--- config.mk ---
export PLATFORM = sky130hd
export DESIGN_NAME = vga_frame_switch
export DESIGN_NICKNAME = d
export VERILOG_FILES = /design/src/rtl/vga_sel_pkg.sv /design/src/rtl/vga_src_mux.sv /design/src/rtl/vga_frame_switch.sv
export SDC_FILE = /design/constraint.sdc
export NUM_CORES = 1
export LEC_CHECK = 0
export ABC_AREA = 1
export CORE_UTILIZATION = 27
export DETAILED_ROUTE_END_ITERATION = 6
export SETUP_SLACK_MARGIN = 0.05
export SLEW_MARGIN = 20
export SYNTH_ARGS = -nofsm -noshare
export SYNTH_HDL_FRONTEND = slang
export SYNTH_SLANG_ARGS = --single-unit
--- constraint.sdc ---
create_clock -name Clk_40mhz -period 5.2 [get_ports Clk_40mhz]
set_clock_uncertainty 0.1 [all_clocks]
set_input_delay 1.04 -clock Clk_40mhz [delete_from_list [all_inputs] [get_ports Clk_40mhz]]
set_output_delay 1.04 -clock Clk_40mhz [all_outputs]
set_load 0.02 [all_outputs]
--- src/rtl/vga_sel_pkg.sv ---
// Shared types and helpers for the frame-aligned VGA source selector.
package vga_sel_pkg;

    typedef enum logic [1:0] {
        LIVE    = 2'd0,
        WAIT_VS = 2'd1,
        BLANK   = 2'd2
    } sel_state_t;

    // Fixed screen indices of the original three-screen game
    localparam int SRC_START = 0;
    localparam int SRC_PLAY  = 1;
    localparam int SRC_END   = 2;

    // Widest request vector the helpers accept; callers zero-extend into it
    localparam int MAX_SRC = 32;

    // True when exactly one bit of the request vector is set
    function automatic logic onehot_valid(input logic [MAX_SRC-1:0] v);
        return (v != '0) && ((v & (v - MAX_SRC'(1))) == '0);
    endfunction

    // Index of the lowest set bit; only meaningful when onehot_valid() holds
    function automatic logic [4:0] onehot_to_idx(input logic [MAX_SRC-1:0] v);
        logic [4:0] idx;
        idx = '0;
        for (int i = MAX_SRC - 1; i >= 0; i--) begin
            if (v[i]) begin
                idx = 5'(i);
            end
        end
        return idx;
    endfunction

endpackage

--- src/rtl/vga_src_mux.sv ---
// Combinational N-way selector: picks the W-bit slice of source i_sel out of a
// packed per-source bus. Indices beyond N_SRC-1 return all zeros.
module vga_src_mux #(
    parameter int N_SRC = 3,
    parameter int W     = 1,
    parameter int SEL_W = $clog2(N_SRC)
) (
    input  logic [N_SRC*W-1:0] i_bus,
    input  logic [SEL_W-1:0]   i_sel,
    output logic [W-1:0]       o_slice
);

    // Index-driven slice of the packed bus
    always_comb begin
        o_slice = '0;
        for (int i = 0; i < N_SRC; i++) begin
            if (i_sel == SEL_W'(i)) begin
                o_slice = i_bus[i*W +: W];
            end
        end
    end

endmodule

--- src/rtl/vga_frame_switch.sv ---
// N-source VGA output selector. A change of screen request is only honoured at
// a frame boundary (VSYNC falling edge of the source currently on the pins),
// followed by a programmable number of black frames, so the monitor never sees
// a torn frame. A dead source is abandoned after a cycle timeout.
//
//  state   | meaning
//  --------+---------------------------------------------------------------
//  LIVE    | pins follow source active_sel
//  WAIT_VS | switch pending; old source still on the pins until its VSYNC
//          | falls or the timeout expires (black if entered from BLANK)
//  BLANK   | new source's syncs on the pins, RGB black, counting its frames
module vga_frame_switch
    import vga_sel_pkg::*;
#(
    parameter int N_SRC        = 3,
    parameter int COLOR_W      = 1,
    parameter int BLANK_FRAMES = 1,
    parameter int TIMEOUT_CYC  = 1_100_000
) (
    input  logic                       Clk_40mhz,
    input  logic                       RST,
    input  logic [N_SRC-1:0]           Game_status,
    input  logic [N_SRC*COLOR_W-1:0]   src_VGA_red,
    input  logic [N_SRC*COLOR_W-1:0]   src_VGA_green,
    input  logic [N_SRC*COLOR_W-1:0]   src_VGA_blue,
    input  logic [N_SRC-1:0]           src_HSYNC_sig,
    input  logic [N_SRC-1:0]           src_VSYNC_sig,
    output logic                       HSYNC_Sig_out,
    output logic                       VSYNC_Sig_out,
    output logic [COLOR_W-1:0]         VGA_red_out,
    output logic [COLOR_W-1:0]         VGA_green_out,
    output logic [COLOR_W-1:0]         VGA_blue_out,
    output logic [$clog2(N_SRC)-1:0]   active_sel,
    output logic                       switch_busy,
    output logic                       status_err
);

    localparam int SEL_W = $clog2(N_SRC);
    localparam int PIX_W = 3 * COLOR_W + 2;
    localparam int TO_W  = $clog2(TIMEOUT_CYC) + 1;
    localparam int BF_W  = 4;

    sel_state_t         r_state;
    sel_state_t         w_state_nxt;
    logic [SEL_W-1:0]   r_active_sel;
    logic [SEL_W-1:0]   w_active_sel_nxt;
    logic [SEL_W-1:0]   r_pending;
    logic [SEL_W-1:0]   w_pending_nxt;
    logic [SEL_W-1:0]   w_target;
    logic [BF_W-1:0]    r_blank_cnt;
    logic [BF_W-1:0]    w_blank_cnt_nxt;
    logic [TO_W-1:0]    r_to_cnt;
    logic [TO_W-1:0]    w_to_cnt_nxt;
    logic               r_blank_hold;
    logic               w_blank_hold_nxt;
    logic               r_vs_prev;
    logic               r_status_err;

    logic               r_hs;
    logic               r_vs;
    logic [COLOR_W-1:0] r_red;
    logic [COLOR_W-1:0] r_green;
    logic [COLOR_W-1:0] r_blue;

    logic [MAX_SRC-1:0] w_status_ext;
    logic               w_req_valid;
    logic [SEL_W-1:0]   w_req_idx;

    logic [N_SRC*PIX_W-1:0] w_pix_bus;
    logic [PIX_W-1:0]   w_live_pix;
    logic [COLOR_W-1:0] w_live_red;
    logic [COLOR_W-1:0] w_live_green;
    logic [COLOR_W-1:0] w_live_blue;
    logic               w_live_hs;
    logic               w_live_vs;
    logic               w_vs_next_src;
    logic               w_vs_fall;
    logic               w_timeout;
    logic               w_rgb_blank;
    logic               w_busy;

    // Request decode: only a one-hot code names a source
    assign w_status_ext = MAX_SRC'(Game_status);
    assign w_req_valid  = onehot_valid(w_status_ext);
    assign w_req_idx    = SEL_W'(onehot_to_idx(w_status_ext));

    // Per-source pixel word {red, green, blue, hsync, vsync}
    for (genvar g = 0; g < N_SRC; g++) begin : g_pack
        assign w_pix_bus[g*PIX_W +: PIX_W] = {src_VGA_red[g*COLOR_W +: COLOR_W],
                                              src_VGA_green[g*COLOR_W +: COLOR_W],
                                              src_VGA_blue[g*COLOR_W +: COLOR_W],
                                              src_HSYNC_sig[g],
                                              src_VSYNC_sig[g]};
    end

    vga_src_mux #(
        .N_SRC (N_SRC),
        .W     (PIX_W),
        .SEL_W (SEL_W)
    ) u_live_mux (
        .i_bus   (w_pix_bus),
        .i_sel   (r_active_sel),
        .o_slice (w_live_pix)
    );

    // Edge-detect path looks at the source that will be active next cycle, so
    // a change of active_sel reloads vs_prev from the new source and no false
    // edge is seen across the switch.
    vga_src_mux #(
        .N_SRC (N_SRC),
        .W     (1),
        .SEL_W (SEL_W)
    ) u_edge_mux (
        .i_bus   (src_VSYNC_sig),
        .i_sel   (w_active_sel_nxt),
        .o_slice (w_vs_next_src)
    );

    assign w_live_red   = w_live_pix[PIX_W-1 -: COLOR_W];
    assign w_live_green = w_live_pix[PIX_W-1-COLOR_W -: COLOR_W];
    assign w_live_blue  = w_live_pix[COLOR_W+1 -: COLOR_W];
    assign w_live_hs    = w_live_pix[1];
    assign w_live_vs    = w_live_pix[0];

    assign w_vs_fall = r_vs_prev & ~w_live_vs;
    assign w_timeout = (r_to_cnt == TO_W'(TIMEOUT_CYC - 1));

    // State register
    always_ff @(posedge Clk_40mhz or posedge RST) begin
        if (RST) begin
            r_state <= LIVE;
        end else begin
            r_state <= w_state_nxt;
        end
    end

    // Next-state and switch bookkeeping
    always_comb begin
        w_state_nxt      = r_state;
        w_active_sel_nxt = r_active_sel;
        w_pending_nxt    = r_pending;
        w_blank_cnt_nxt  = r_blank_cnt;
        w_to_cnt_nxt     = r_to_cnt;
        w_blank_hold_nxt = r_blank_hold;
        w_target         = r_pending;
        unique case (r_state)
            LIVE: begin
                if (w_req_valid && (w_req_idx != r_active_sel)) begin
                    w_pending_nxt    = w_req_idx;
                    w_to_cnt_nxt     = '0;
                    w_blank_hold_nxt = 1'b0;
                    w_state_nxt      = WAIT_VS;
                end
            end
            WAIT_VS: begin
                w_to_cnt_nxt = r_to_cnt + TO_W'(1);
                if (w_req_valid && (w_req_idx == r_active_sel)) begin
                    w_to_cnt_nxt     = '0;
                    w_blank_hold_nxt = 1'b0;
                    w_state_nxt      = LIVE;
                end else begin
                    // A request landing on the boundary cycle wins over the old pending
                    if (w_req_valid) begin
                        w_target = w_req_idx;
                    end
                    w_pending_nxt = w_target;
                    if (w_vs_fall || w_timeout) begin
                        w_active_sel_nxt = w_target;
                        w_to_cnt_nxt     = '0;
                        w_blank_hold_nxt = 1'b0;
                        if (BLANK_FRAMES == 0) begin
                            w_state_nxt = LIVE;
                        end else begin
                            w_blank_cnt_nxt = BF_W'(BLANK_FRAMES);
                            w_state_nxt     = BLANK;
                        end
                    end
                end
            end
            BLANK: begin
                if (w_req_valid && (w_req_idx != r_active_sel)) begin
                    w_pending_nxt    = w_req_idx;
                    w_to_cnt_nxt     = '0;
                    w_blank_hold_nxt = 1'b1;
                    w_state_nxt      = WAIT_VS;
                end else if (w_vs_fall) begin
                    if (r_blank_cnt <= BF_W'(1)) begin
                        w_blank_cnt_nxt = '0;
                        w_state_nxt     = LIVE;
                    end else begin
                        w_blank_cnt_nxt = r_blank_cnt - BF_W'(1);
                    end
                end
            end
            default: begin
                w_state_nxt = LIVE;
            end
        endcase
    end

    // Output decode: blanking follows the state being entered so the first
    // live pixel lines up with the frame edge that ends BLANK
    always_comb begin
        w_rgb_blank = 1'b0;
        w_busy      = (r_state != LIVE);
        unique case (w_state_nxt)
            BLANK:   w_rgb_blank = 1'b1;
            WAIT_VS: w_rgb_blank = w_blank_hold_nxt;
            default: w_rgb_blank = 1'b0;
        endcase
    end

    // Switch bookkeeping registers and VSYNC history
    always_ff @(posedge Clk_40mhz or posedge RST) begin
        if (RST) begin
            r_active_sel <= SEL_W'(SRC_START);
            r_pending    <= SEL_W'(SRC_START);
            r_blank_cnt  <= '0;
            r_to_cnt     <= '0;
            r_blank_hold <= 1'b0;
            r_vs_prev    <= 1'b1;
        end else begin
            r_active_sel <= w_active_sel_nxt;
            r_pending    <= w_pending_nxt;
            r_blank_cnt  <= w_blank_cnt_nxt;
            r_to_cnt     <= w_to_cnt_nxt;
            r_blank_hold <= w_blank_hold_nxt;
            r_vs_prev    <= w_vs_next_src;
        end
    end

    // Sticky flag for malformed screen requests
    always_ff @(posedge Clk_40mhz or posedge RST) begin
        if (RST) begin
            r_status_err <= 1'b0;
        end else if (!w_req_valid) begin
            r_status_err <= 1'b1;
        end
    end

    // Registered pin drivers: syncs idle high, RGB black in reset
    always_ff @(posedge Clk_40mhz or posedge RST) begin
        if (RST) begin
            r_hs    <= 1'b1;
            r_vs    <= 1'b1;
            r_red   <= '0;
            r_green <= '0;
            r_blue  <= '0;
        end else begin
            r_hs    <= w_live_hs;
            r_vs    <= w_live_vs;
            r_red   <= w_rgb_blank ? '0 : w_live_red;
            r_green <= w_rgb_blank ? '0 : w_live_green;
            r_blue  <= w_rgb_blank ? '0 : w_live_blue;
        end
    end

    assign HSYNC_Sig_out = r_hs;
    assign VSYNC_Sig_out = r_vs;
    assign VGA_red_out   = r_red;
    assign VGA_green_out = r_green;
    assign VGA_blue_out  = r_blue;
    assign active_sel    = r_active_sel;
    assign switch_busy   = w_busy;
    assign status_err    = r_status_err;

endmodule

==> run metrics <==
Die Y=roughly 100 um; standard-cell rows=35; Post-CTS Hold Buffers=0; number of synthesized flops with an enable pin=0; CTS tree=built; CTS resizes=0; Final Hold Fails=0; DRT iter0 DRCs=112; DRT Pass-1 Iters=4; DRC=0; leakage=0.00138 uW; Max Freq=315 MHz; fin crit period=3170 ps; met3 Use GR=2.21%; Mapped Area=roughly 0.0027 mm^2; Final setup viols=0; Final ANT Viol Nets=0; die area=~0.010 mm^2; Die Wd=roughly 100 um; cells after synthesis=350; Avg Cell Area, Syn=7.65 um^2; root buf cell=clkbuf_8; clock network power share=~17%; I/O Pins=29; largest cells by area after synthesis=dfrtp_1 35%, nand2_1 10%, inv_1 5.5%, nor2_1 5.2%, nand3_1 4.9%; critical-path maximum fanout=9; Via-to-Cell Ratio=roughly 4.6; CP Data Required Time=around 5300 ps; Synth Flop Type=dfrtp_1; Num CTS Buffers=5; number of global-route vias before repair=2258; commonest cells in the synthesized netlist=73 x nand2_1, 39 x inv_1, 37 x dfrtp_1, 37 x nor2_1, 26 x nand3_1; FFs w/ async S/R, synth=between 90% and 100%; pre-CTS setup slack=between 1500 and 2000 ps; Worst EP arrival=3260 ps; Fin Hold WS=between 300 and 400 ps; worst min path class=register to register; Tcrit/Tclk final=61.0%; normalized max-slew margin=64.1%; post-synth top area cell=dfrtp_1; Vias=around 2300; Detail Placement HPWL=between 4 and 5 mm; max-cap viol count=0; Fin Setup TNS=0 ps; YS warnings=0; GR Layer Usage met1=between 10% and 20%; layout overhead on the synthesized area=19.0%; combinational group share of total power=approximately half; CTS H-tree depth=2; critical path class=primary input to register; Flop pwr share=approximately a third; core area=~0.0094 mm^2; postcts setup bufs=0; Worst Tran Pin Value=about 540 ps; GRT Total Usage=around an eighth; M2 GR Usage=about a fifth; Seq/Total Area, Yosys=a little under two fifths; GPL Wtd Cong=0.867; count leader, synth=nand2_1; largest net degree at the start of global routing=41; RSZ-0062 raised after global routing=false; share of the synthesized area in the top cell type=~35%; total power=~1300 uW; synth unique cells=42; layout cells sized above 1=13.8%; first-pass GRT wire length=about 11 mm; pins over their slew limit=0; I/O Buffers=28; initial antenna violation count=0; Net Sw Power=between 500 and 600 uW; Peak VDD IR=0.291 mV; Routed wire per std cell=approximately 12 um; sw frac=roughly 45%; Clk Latency, worst-skew pair=slightly below 300 ps; internal power=712 uW; Post-layout nets=407; Syn Nets=roughly 380; Crit. End Element=register; status=completed; PwrDens=407 mW/mm^2; clk sinks=40; Worst Setup Start Kind=primary input; diode count=0; Routed WL=around 6.1 mm; Starting Density=between 20% and 30%; #FFs+latches synth=40; Clock Pin Slew Worst Setup and Hold Paths=roughly 80 ps; grt ovf=0; global route hottest layer=met2; Bufs on Longest Clock Path=2; final worst setup slack=between 2000 and 2500 ps
-- critical path: stages --
cell and delay [ps]:
clkdlybuf4s50_1 540, o21bai_1 260, nand2_1 90, nand2_2 160, nor2_8 80, nor2_2 140, nand2_4 100, nor2_1 160
inv_1 100, nand2_2 90, inv_1 50, ha_1 270, inv_1 80, a21oi_1 70
-- placed cells by master (no fill, tap or decap), drive strengths merged, types with 5 or more instances in the layout --
| master | Yosys | routed |
|---|---|---|
| nor3 | 21 | 21 |
| nand3 | 30 | 30 |
| nor2 | 44 | 44 |
| a21oi | 17 | 17 |
| clkdlybuf4s50 | 0 | 28 |
| dfrtp | 37 | 37 |
| o21ai | 21 | 21 |
| inv | 46 | 46 |
| xor2 | 6 | 6 |
| nand4 | 9 | 9 |
| ha | 5 | 5 |
| nand2 | 88 | 88 |
| clkbuf | 0 | 8 |
-- power by group through the flow --
stage | Combinational (uW) | Clock [uW] | Sequential (uW)
3_3_place_gp | 628 | 0 | 452
5_1_grt | 708 | 239 | 455
6_report | 633 | 218 | 446
3_5_place_dp | 634 | 0 | 449
2_1_floorplan | 448 | 0 | 466
4_1_cts | 637 | 231 | 445
-- per-layer routing --
metal,part of all wire [%],vias up
met3,2.0,6
met2,47,36
met5,0,-
met4,1.5,0
li1,-,1205
met1,50,1086
-- registers in the layout (all words and copies together), names as in the netlist --
name	count
r_blank_hold	1
VSYNC_Sig_out	1
VGA_red_out	1
r_state	2
r_vs_prev	1
active_sel	2
r_blank_cnt	4
status_err	1
VGA_green_out	1
HSYNC_Sig_out	1
r_pending	2
r_to_cnt	22
VGA_blue_out	1
-- cell type report --
cell class	instances	area [um^2]
repair buffers	29	288
multi-input cells	259	1460
clock buffers	8	90.1
fillers	1006	6230
well taps	129	161
inverters	47	185
flip-flops and latches	40	1000
-- path summary, 6_finish.rpt --
kind                                startpoint            to  slack, ps  cells after the start
worst min-delay path                status_err    status_err        370                      1
max in group asynchronous                  RST  r_to_cnt[21]       3540                      3
worst max register to register   active_sel[0]  VGA_blue_out       2770                     14
worst min register to register      status_err    status_err        370                      1
min in group asynchronous                  RST  r_blank_hold       1060                      3
worst max-delay path            Game_status[1]  VGA_blue_out       2030                     14
-- logic make-up (layout without fill, tap and decap cells) --
kind of cell	count (synthesis)	count (layout)	share of synthesized area, %
xor+xnor	8	8	2.62
fa+ha+maj	5	5	2.34
simple gates	197	197	38.5
compound gates	49	49	11.0
flops	40	40	37.5
buf+inv	51	84	8.08
-- per-stage QoR --
stage	cell area, um^2	cells	utilization [%]
floorplan	2680	350	-
global placement	3100	504	32.9
detailed placement	3100	504	32.9
CTS	3190	512	33.8
global route	3190	512	33.8
finish	3190	512	33.8
Power figures use the tool's default switching activity.
